==> config.mk <==
export PLATFORM = sky130hd
export DESIGN_NAME = alu_input_sequencer
export DESIGN_NICKNAME = d
export VERILOG_FILES = /design/src/rtl/alu_input_sequencer.sv
export SDC_FILE = /design/constraint.sdc
export NUM_CORES = 1
export LEC_CHECK = 0
export CAP_MARGIN = 20
export CELL_PAD_IN_SITES_DETAIL_PLACEMENT = 0
export CELL_PAD_IN_SITES_GLOBAL_PLACEMENT = 1
export CORE_ASPECT_RATIO = 0.75
export CORE_MARGIN = 2
export CORE_UTILIZATION = 27
export DETAILED_ROUTE_END_ITERATION = 8
export PLACE_DENSITY_LB_ADDON = 0.1
export SLEW_MARGIN = 0
export SYNTH_ARGS = -nofsm -noshare
export SYNTH_HDL_FRONTEND = slang
export SYNTH_SLANG_ARGS = --single-unit
==> constraint.sdc <==
create_clock -name CLK -period 4.1 [get_ports CLK]
set_clock_uncertainty 0.1 [all_clocks]
set_input_delay 0.82 -clock CLK [delete_from_list [all_inputs] [get_ports CLK]]
set_output_delay 0.82 -clock CLK [all_outputs]
set_load 0.01 [all_outputs]
==> src/rtl/alu_input_sequencer.sv <==
`default_nettype none
// ============================================================================
//  Module   : alu_input_sequencer
//  Purpose  : Front-end controller for the board-level ALU. Each raw push
//             button is synchronised and debounced. A qualified press captures
//             the switch bank into operand A, operand B or the opcode register.
//             The block also pulses an update strobe whenever a load leaves
//             the full operand/opcode set populated.
//  Revision : 1.0 - initial release
// ----------------------------------------------------------------------------
//  Ports
//    CLK       in   1          system clock, rising edge
//    RESET     in   1          asynchronous, active-high reset
//    SWITCHES  in   SIZEDATA   quasi-static data/opcode switch bank
//    BUTTONS   in   N_BUTTONS  raw push-buttons {OP, B, A}, bouncing, async
//    DATA_A    out  SIZEDATA   registered operand A
//    DATA_B    out  SIZEDATA   registered operand B
//    OPCODE    out  SIZEOP     registered ALU operation code
//    LOADED    out  3          sticky "written since reset" flags {OP, B, A}
//    UPDATE    out  1          one-cycle pulse: a load completed the full set
// ============================================================================
module alu_input_sequencer #(
    parameter int SIZEDATA        = 8,
    parameter int N_BUTTONS       = 3,
    parameter int SIZEOP          = 6,
    parameter int DEBOUNCE_CYCLES = 1000000
) (
    input  logic                 CLK,
    input  logic                 RESET,
    input  logic [SIZEDATA-1:0]  SWITCHES,
    input  logic [N_BUTTONS-1:0] BUTTONS,
    output logic [SIZEDATA-1:0]  DATA_A,
    output logic [SIZEDATA-1:0]  DATA_B,
    output logic [SIZEOP-1:0]    OPCODE,
    output logic [2:0]           LOADED,
    output logic                 UPDATE
);

    // Counter is wide enough to hold DEBOUNCE_CYCLES, where it saturates.
    localparam int                C_CNT_W    = $clog2(DEBOUNCE_CYCLES + 1);
    localparam logic [C_CNT_W-1:0] C_CNT_MAX  = C_CNT_W'(DEBOUNCE_CYCLES);
    localparam logic [C_CNT_W-1:0] C_CNT_FIRE = C_CNT_W'(DEBOUNCE_CYCLES - 1);

    // ------------------------------------------------------------------
    // Two-flop synchroniser for every button
    // ------------------------------------------------------------------
    logic [N_BUTTONS-1:0] ff1_q;
    logic [N_BUTTONS-1:0] sync_q;

    always_ff @(posedge CLK or posedge RESET) begin
        if (RESET) begin
            ff1_q  <= '0;
            sync_q <= '0;
        end else begin
            ff1_q  <= BUTTONS;
            sync_q <= ff1_q;
        end
    end

    // ------------------------------------------------------------------
    // Per-button debounce counter and press detector
    // ------------------------------------------------------------------
    logic [N_BUTTONS-1:0] press;

    for (genvar i = 0; i < N_BUTTONS; i++) begin : g_button
        logic [C_CNT_W-1:0] cnt_q;
        logic [C_CNT_W-1:0] cnt_d;

        // Any low synchronised sample restarts qualification. The counter
        // saturates so a long hold cannot wrap around and re-fire.
        always_comb begin
            cnt_d = cnt_q;
            if (!sync_q[i]) begin
                cnt_d = '0;
            end else if (cnt_q < C_CNT_MAX) begin
                cnt_d = cnt_q + 1'b1;
            end
        end

        always_ff @(posedge CLK or posedge RESET) begin
            if (RESET) begin
                cnt_q <= '0;
            end else begin
                cnt_q <= cnt_d;
            end
        end

        // The counter passes DEBOUNCE_CYCLES-1 exactly once per held press,
        // which makes this a single-cycle event without an edge detector.
        assign press[i] = sync_q[i] && (cnt_q == C_CNT_FIRE);
    end

    // ------------------------------------------------------------------
    // Operand / opcode capture and completion tracking
    // ------------------------------------------------------------------
    logic [SIZEDATA-1:0] data_a_q, data_a_d;
    logic [SIZEDATA-1:0] data_b_q, data_b_d;
    logic [SIZEOP-1:0]   opcode_q, opcode_d;
    logic [2:0]          loaded_q, loaded_d;
    logic                update_q, update_d;

    // Simultaneous presses are all honoured in the same cycle; each target
    // simply takes the current switch value, so no priority is needed.
    always_comb begin
        data_a_d = data_a_q;
        data_b_d = data_b_q;
        opcode_d = opcode_q;
        loaded_d = loaded_q | press[2:0];
        update_d = 1'b0;

        if (press[0]) begin
            data_a_d = SWITCHES;
        end
        if (press[1]) begin
            data_b_d = SWITCHES;
        end
        if (press[2]) begin
            opcode_d = SWITCHES[SIZEOP-1:0];
        end

        // One pulse per load cycle, however many loads coincide.
        update_d = (|press) && (loaded_d == 3'b111);
    end

    always_ff @(posedge CLK or posedge RESET) begin
        if (RESET) begin
            data_a_q <= '0;
            data_b_q <= '0;
            opcode_q <= '0;
            loaded_q <= '0;
            update_q <= 1'b0;
        end else begin
            data_a_q <= data_a_d;
            data_b_q <= data_b_d;
            opcode_q <= opcode_d;
            loaded_q <= loaded_d;
            update_q <= update_d;
        end
    end

    assign DATA_A = data_a_q;
    assign DATA_B = data_b_q;
    assign OPCODE = opcode_q;
    assign LOADED = loaded_q;
    assign UPDATE = update_q;

endmodule
`default_nettype wire

* Word-level counts from Yosys, hierarchy flattened
Cells that the tools add are included.
Cells by class: add/sub/neg operators 3, order comparisons 3, eq/ne operators 7, mux-type cells 6, bitwise gates (word level) 1, reductions and logical operators 5
Operator list (number):
- two-way mux 20 bit | 6
- adder 20 x 1 -> 20 bit, second input constant | 3
- == test 20 bit, second input constant | 3
- less-than comparator 20 bit, second input constant | 3
- != test 2 x 1 -> 1 bit, second input constant | 3
- logical AND 1 bit | 4
- == test 3 bit, second input constant | 1
- bitwise OR 3 bit | 1
- OR reduction 3 bit | 1
Storage, ports and cells: bits in registers 92, input port bits 13, output and inout bits 26, word-level logic and storage cells 35

* Logic depth before layout (Yosys ltp)
depth in word-level cells 5, mapped depth 7

* Least setup slack after synthesis
No wires, ideal clock.
path kind register to register, start register g_button[1].cnt_q[11], end register data_b_q[0] (netlist: DATA_B[0]), setup time 125 ps, arrival 2123 ps, required time 3875 ps, setup slack 1752 ps, cell stages (with the launch flop) 6, buffers on the path 1, period minus slack after synthesis 2348 ps, cell sequence dfrtp_1 or4_4 or2_0 or4_1 buf_6 mux2_4
Between the ends: cells in the longest elaborated chain, start to end 2
RTL lines:
- start: declaration | line 66 | logic [C_CNT_W-1:0] cnt_q;
- start signal: assignment | line 84 | cnt_q <= cnt_d;
- == test 20 bit | line 90 | assign press[i] = sync_q[i] && (cnt_q == C_CNT_FIRE);
- logical AND 1 bit | line 90
- end signal: assignment | line 134 | data_b_q <= data_b_d;
- end: declaration | line 97 | logic [SIZEDATA-1:0] data_b_q, data_b_d;
Every way passes these cells. A chain may end at the register's enable or synchronous reset.

* Worst setup path after layout
start register g_button[1].cnt_q[11], end register data_b_q[7] (netlist: DATA_B[7])
The elaborated chain is that of the path after synthesis.

==> impl_metrics.py <==
metrics = {
    "logic_synthesis": {
        "muxShareOfSynthArea_pct": 6.19,
        "avgSynthCellArea_um2": 10.0,
        "async_flop_share_pct": 100,
        "synthTopCellsByCount": "dfrtp_1, nand2_1, nor2_1",
        "yosysWarningCount": 0,
        "synth_top_family_by_area": "simple AND/OR/NAND/NOR gates",
        "synth_edf_count": 0,
        "synth_ff_type": "dfrtp_1",
        "yosysTopAreaCellShare_pct": 51.3,
        "synth_compound_area_share_pct": 10.7,
        "yosysSeqAreaShare_pct": 51.3,
        "syn-num-nets": 465,
        "synth_cell_types": 50,
        "synthXorXnorAreaFrac_pct": 5.27,
        "synth-simple-area-share_pct": 23.6,
        "synth_top_area_cell": "dfrtp_1",
        "synth.area.top_cells": "dfrtp_1, nand2_1, xnor2_1",
        "ys_ff_latch": 92,
        "synthCells": 449,
        "synthMostInstantiatedCell": "dfrtp_1",
        "synth_adder_area_share_pct": 0.836,
        "synth_area_um2": 4490,
    },
    "setup_path": {
        "rr_worst_depth": 4,
        "cp.required_ps": 4230,
        "r2r_setup_slack_ps": 1480,
        "cp-end-kind": "flop",
        "start_kind": "flop",
        "worstSetupPathType": "reg2reg",
        "reg2reg_to": "DATA_B[7]",
        "r2r_start": "g_button[1].cnt_q[11]",
        "arrival_ps": 2750,
        "critPathLaunch": "g_button[1].cnt_q[11]",
        "cp_max_fo": 8,
    },
    "power_and_ir_drop": {
        "ir_drop_mv": 0.161,
        "leakage_nw": 2.32,
        "power.density_nw_per_um2": 358,
    },
    "clocking": {
        "numCtsBuffers": 9,
        "cts_root_buf": "clkbuf_16",
        "insertion_delay_ps": 350,
        "ctsResizeCount": 0,
        "cts_tree": "done",
        "postCtsSetupBuffers": 0,
        "h-tree-depth": 3,
        "cts_hold_buf": 0,
        "clk_path_buf_depth": 2,
        "clk_pin_slew_ps": 70,
        "clock_sinks": 92,
    },
    "detailed_routing": {
        "routed_wl_um": 10700,
        "drtPass1Iterations": 5,
        "wl_per_cell_um": 15.3,
        "vias_per_cell": 4.91,
        "ant_nets": 0,
        "drtIter0Drc": 206,
        "drc": 0,
        "route.vias.total": 3445,
    },
    "run_status": {
        "outcome": "finished, final reports clean",
    },
    "hold_path": {
        "holdPathEnd": "sync_q[2]",
        "hp-class": "reg2reg",
        "hp-start": "ff1_q[2]",
        "min_path_cells": 0,
    },
    "finish": {
        "synthToLayoutAreaGrowth_pct": 21.1,
        "fin_nets": 502,
        "drive_gt1_share_pct": 8.96,
        "diodes": 0,
        "fin_util_pct": 33.6,
        "final_cells": 701,
        "fillers": 1642,
    },
    "floorplan": {
        "die_area_um2": 17700,
        "start_util_pct": 27.8,
        "core_um2": 16200,
        "num_rows": 40,
        "die_w_um": 153,
        "die_y_um": 116,
        "io_pins": 39,
    },
    "global_route": {
        "grt_remaining_overflow": 0,
        "grt_usage_pct": 13.0,
        "antenna_found_initial": 0,
        "grt_pass1_wl_um": 18100,
        "grt_max_degree": 54,
        "grt_pass1_vias": 3239,
    },
    "flow_run": {
        "maxCapViolations": 0,
    },
    "timing": {
        "fin_crit_sh_pct": 63.9,
        "grt_setup_unrepaired": "no",
        "timing.final.crit_period_ps": 2620,
        "worst_slew_pin_slew_ps": 1030,
        "hold_viol_final": 0,
        "finalSetupTns_ps": 0,
        "slew_violations": 0,
        "finalSetupViolCount": 0,
        "timing.fmax_mhz": 382,
        "max-slew-margin-rel_pct": 31.3,
        "setup_ws_ps": 1480,
    },
    "place": {
        "placedCellCount": 685,
        "io_buffer_count": 38,
        "post-place-ws_ps": 1470,
        "dp_hpwl_um": 7330,
        "place.gp.congestion": 0.739,
    },
}
## kinds of logic (layout without fill, tap and decap cells)
family / after synthesis / in the layout
compound gates: 71 / 71
xor+xnor: 27 / 27
flops: 92 / 92
simple gates: 210 / 210
fa+ha+maj: 3 / 3
buf+inv: 23 / 65
mux: 23 / 23
## per-layer routing
| metal | GRT usage [%] | vias up | part of all wire (%) |
|---|---|---|---|
| li1 | - | 1678 | - |
| met1 | 19.2 | 1688 | 53 |
| met2 | 18.4 | 69 | 41 |
| met3 | 3.81 | 10 | 4.4 |
| met4 | 3.89 | 0 | 1.2 |
| met5 | 0 | - | 0 |
## worst max-delay path, stage by stage (launching register included)
cell	delay, ps
dfrtp_1	430
or4_4	540
or2_0	220
or4_1	800
mux2_4	400
## registers in the layout, summed over array words and instances, names as in the netlist
| name | count |
|---|---|
| g_button.cnt_q | 60 |
| DATA_A | 8 |
| DATA_B | 8 |
| OPCODE | 6 |
| LOADED | 3 |
| ff1_q | 3 |
| sync_q | 3 |
| UPDATE | 1 |
## power breakdown
| part | internal [mW] | switching, mW | total (mW) | leakage, nW |
|---|---|---|---|---|
| registers | 0.924 | 0.0162 | 0.941 | 1.19 |
| logic | 0.0426 | 0.0479 | 0.0905 | 0.967 |
| clock network | 0.551 | 0.366 | 0.917 | 0.159 |
## cell type report
cell class | instances | area (µm²) | share of cell area, %
Sequential cell | 92 | 2300 | 42.3
Multi-Input combinational cell | 334 | 2090 | 38.5
Timing Repair Buffer | 43 | 430 | 7.92
Tap cell | 210 | 263 | 4.83
Clock buffer | 10 | 239 | 4.39
Clock inverter | 6 | 86.3 | 1.59
Inverter | 6 | 25.0 | 0.460
## cells in the final DEF (no fill, tap or decap), types with 4 or more instances in the layout
master / count
a21oi_1: 14
dfrtp_1: 92
nand2b_1: 9
nor2_1: 40
mux2_2: 6
o21ai_0: 15
and2_1: 7
inv_1: 5
mux2_4: 8
mux2i_1: 9
and3_1: 10
and4_1: 7
nor3_1: 14
o21a_1: 7
clkbuf_16: 9
nand4_1: 19
clkdlybuf4s50_1: 38
buf_4: 4
xor2_1: 4
nand2_1: 58
nand3_1: 28
xnor2_1: 23
a211oi_1: 5
o211ai_1: 4
a21boi_0: 5
## per-stage QoR
step	cell area [µm²]	hold slack (ps)	power [mW]
2_1_floorplan	4490	231	1.00
3_3_place_gp	5110	236	1.05
3_5_place_dp	5110	238	1.05
4_1_cts	5440	253	1.98
5_1_grt	5440	254	2.04
6_report	5440	249	1.95
## worst max-delay path by stage
stage / cells after the start / endpoint
6_report: 4 / DATA_B[7]
5_1_grt: 4 / OPCODE[4]
4_1_cts: 4 / DATA_B[7]
3_5_place_dp: 4 / DATA_B[7]
3_3_place_gp: 4 / DATA_B[2]
2_1_floorplan: 1 / DATA_A[0]
Note: power is estimated with default switching activity, not from simulation.
==> patch, RTL diff (config.mk and constraints unchanged) <==
Register the output `DATA_B` once more; this adds one clock of latency there. The other outputs are not delayed to match. Comments in the files are not updated.
--- a/src/rtl/alu_input_sequencer.sv
+++ b/src/rtl/alu_input_sequencer.sv
@@ -139,7 +139,9 @@
     end
 
     assign DATA_A = data_a_q;
-    assign DATA_B = data_b_q;
+    always_ff @(posedge CLK) begin
+        DATA_B <= data_b_q;
+    end
     assign OPCODE = opcode_q;
     assign LOADED = loaded_q;
     assign UPDATE = update_q;
Behaviour: no difference found for any inputs over 10 cycles, from zero or initial values and one cycle with RESET high; that may be too few to reach the edited logic, so the function may still have changed.
==> patch against the original RTL <==
Total power is 1.7% lower. Design area is 2.4% higher. Critical path depth is 1 higher. Hold slack better by 0.0021 ns. Sequential cell count is 8 higher. Wire length is 3.7% higher. Synthesized area is 3.5% higher. Worst setup slack better by 0.33 ns. Critical path type unchanged.
==> patch: results (changes against the original RTL) <==
{
  "outcome": {
    "outcome": "finished, final reports clean"
  },
  "routing": {
    "vias_per_cell": {"value": 4.846, "change": "-1.4%"},
    "wirelength_per_cell": {"value": 16.08, "unit": "um", "change": "+4.9%"},
    "detailroute.via_count": {"value": 3358, "change": "-2.5%"},
    "drtPass1Iterations": {"value": 4, "change": "-1"}
  },
  "clock_network": {
    "cts_root_buffer": "sky130_fd_sc_hd__clkbuf_16"
  },
  "placed_design": {
    "hpwl": {"value": 7637, "unit": "um", "change": "+4.2%"},
    "post-place-cells": {"value": 676, "change": "-1.3%"},
    "pre_cts_ws": {"value": 1.678, "unit": "ns", "change": "+0.2075 ns"}
  },
  "logic_synthesis": {
    "fraction_of_synthesis_flops_using_an_asynchronous_set_or_reset_pin": {"value": 92.00, "unit": "%", "change": "-8.0 points"},
    "synth_sequential_area_ratio": {"value": 52.97, "unit": "%", "change": "+1.7 points"},
    "synth.area.top_cells": "sky130_fd_sc_hd__dfrtp_1 (50%), sky130_fd_sc_hd__and2_1 (5.4%), sky130_fd_sc_hd__mux2_2 (5.3%)",
    "syn_nets": {"value": 448, "change": "-3.7%"},
    "netlist-cell-type-count": {"value": 49, "change": "-2.0%"},
    "netlist_top_cells_count": "sky130_fd_sc_hd__dfrtp_1 (92), sky130_fd_sc_hd__and2_1 (40), sky130_fd_sc_hd__nand2_1 (30), sky130_fd_sc_hd__nand3_1 (30), sky130_fd_sc_hd__xnor2_1 (27)"
  },
  "layout": {
    "finish.net_count": {"value": 489, "change": "-2.6%"},
    "drive_above_1_share": {"value": 10.67, "unit": "%", "change": "+1.7 points"}
  },
  "grt": {
    "grt_pass1_wl": {"value": 18700, "unit": "um", "change": "+3.6%"},
    "vias_in_the_first_global_route": {"value": 3232, "change": "-0.22%"},
    "grt_use_total": {"value": 13.09, "unit": "%", "change": "+0.091 points"}
  },
  "critical_path": {
    "cp.arrival": {"value": 2.42, "unit": "ns", "change": "-0.33 ns"},
    "slowest_stage": "sky130_fd_sc_hd__nor4_4",
    "timing.critical_path.fanout_max": {"value": 23, "change": "+15"},
    "worst_path_largest_cell_delay": {"value": 0.55, "unit": "ns", "change": "-0.25 ns"}
  },
  "pwr": {
    "static-leakage-power": {"value": 2.309, "unit": "nW", "change": "-0.29%"},
    "vdd_ir_drop_max": {"value": 200.8, "unit": "uV", "change": "+25%"}
  },
  "sta": {
    "max-slew-margin-rel": {"value": 37.02, "unit": "%", "change": "+5.7 points"}
  }
}
patch: cell types whose count changed in the layout (fill, tap and decap cells not counted), sizes merged, moves of 5 or more:
cell / before / now
nand2: 58 / 30
a21oi: 14 / 6
mux2: 14 / 22
nor4: 2 / 8
xor2: 4 / 9
nor2: 40 / 12
dfxtp: 0 / 8
mux2i: 9 / 1
and2: 7 / 40
o21ai: 16 / 21
patch: area by class of cell:
type / instances / area [sq um]
fillers: 1707 / 11260
flip-flops and latches: 100 / 2462
well taps: 215 / 269.0
multi-input cells: 310 / 2093
repair buffers: 44 / 425.4
clock inverters: 6 / 58.81
inverters: 8 / 32.53
clock buffers: 10 / 229.0
patch: kinds of logic after synthesis:
logic type,synth area share [%]
AO/OA/AOI/OAI,9.260
XOR/XNOR,6.783
flip-flops,52.97
multiplexers,5.545
buffers and inverters,1.992
AND/OR/NAND/NOR,22.64
adder cells (fa/ha/maj),0.8076
patch: metrics by stage:
stage / instance area (sq um) / utilization [%]
floorplan: 4648 / -
global route: 5570 / 33.11
detailed placement: 5275 / 31.35
global placement: 5275 / 31.35
CTS: 5563 / 33.06
finish: 5570 / 33.11
patch: routing by layer:
layer	track usage (%)	up-vias	routed length, um
li1	-	1642	-
met1	20.69	1629	6076
met5	0	-	0
met3	4.897	8	740
met2	16.15	79	4199
met4	3.440	0	128
patch: final timing paths:
kind,from,end,slack [ns],depth (start not counted)
max,sync_q[1]$_DFF_PP0_,data_b_q[2]$_DFFE_PP0P_,1.81,5
min,ff1_q[2]$_DFF_PP0_,sync_q[2]$_DFF_PP0_,0.25,0
min in group asynchronous,RESET,g_button[2].cnt_q[10]$_DFFE_PP0P_,0.82,2
max reg2reg,sync_q[1]$_DFF_PP0_,data_b_q[2]$_DFFE_PP0P_,1.81,5
max in group asynchronous,RESET,g_button[0].cnt_q[7]$_DFFE_PP0P_,2.27,3
min reg2reg,ff1_q[2]$_DFF_PP0_,sync_q[2]$_DFF_PP0_,0.25,0
patch: power breakdown:
part | internal, mW | switching (mW)
clock | 0.424 | 0.401
sequential | 0.997 | 0.0129
combinational | 0.0335 | 0.0471
patch: worst register-to-register path: cells and delay by family (launching register included):
kind / cells / cell delay, ns
and+or+nand+nor: 3 / 1.10
muxes: 1 / 0.41
DFF: 1 / 0.33
buffers and inverters: 1 / 0.24
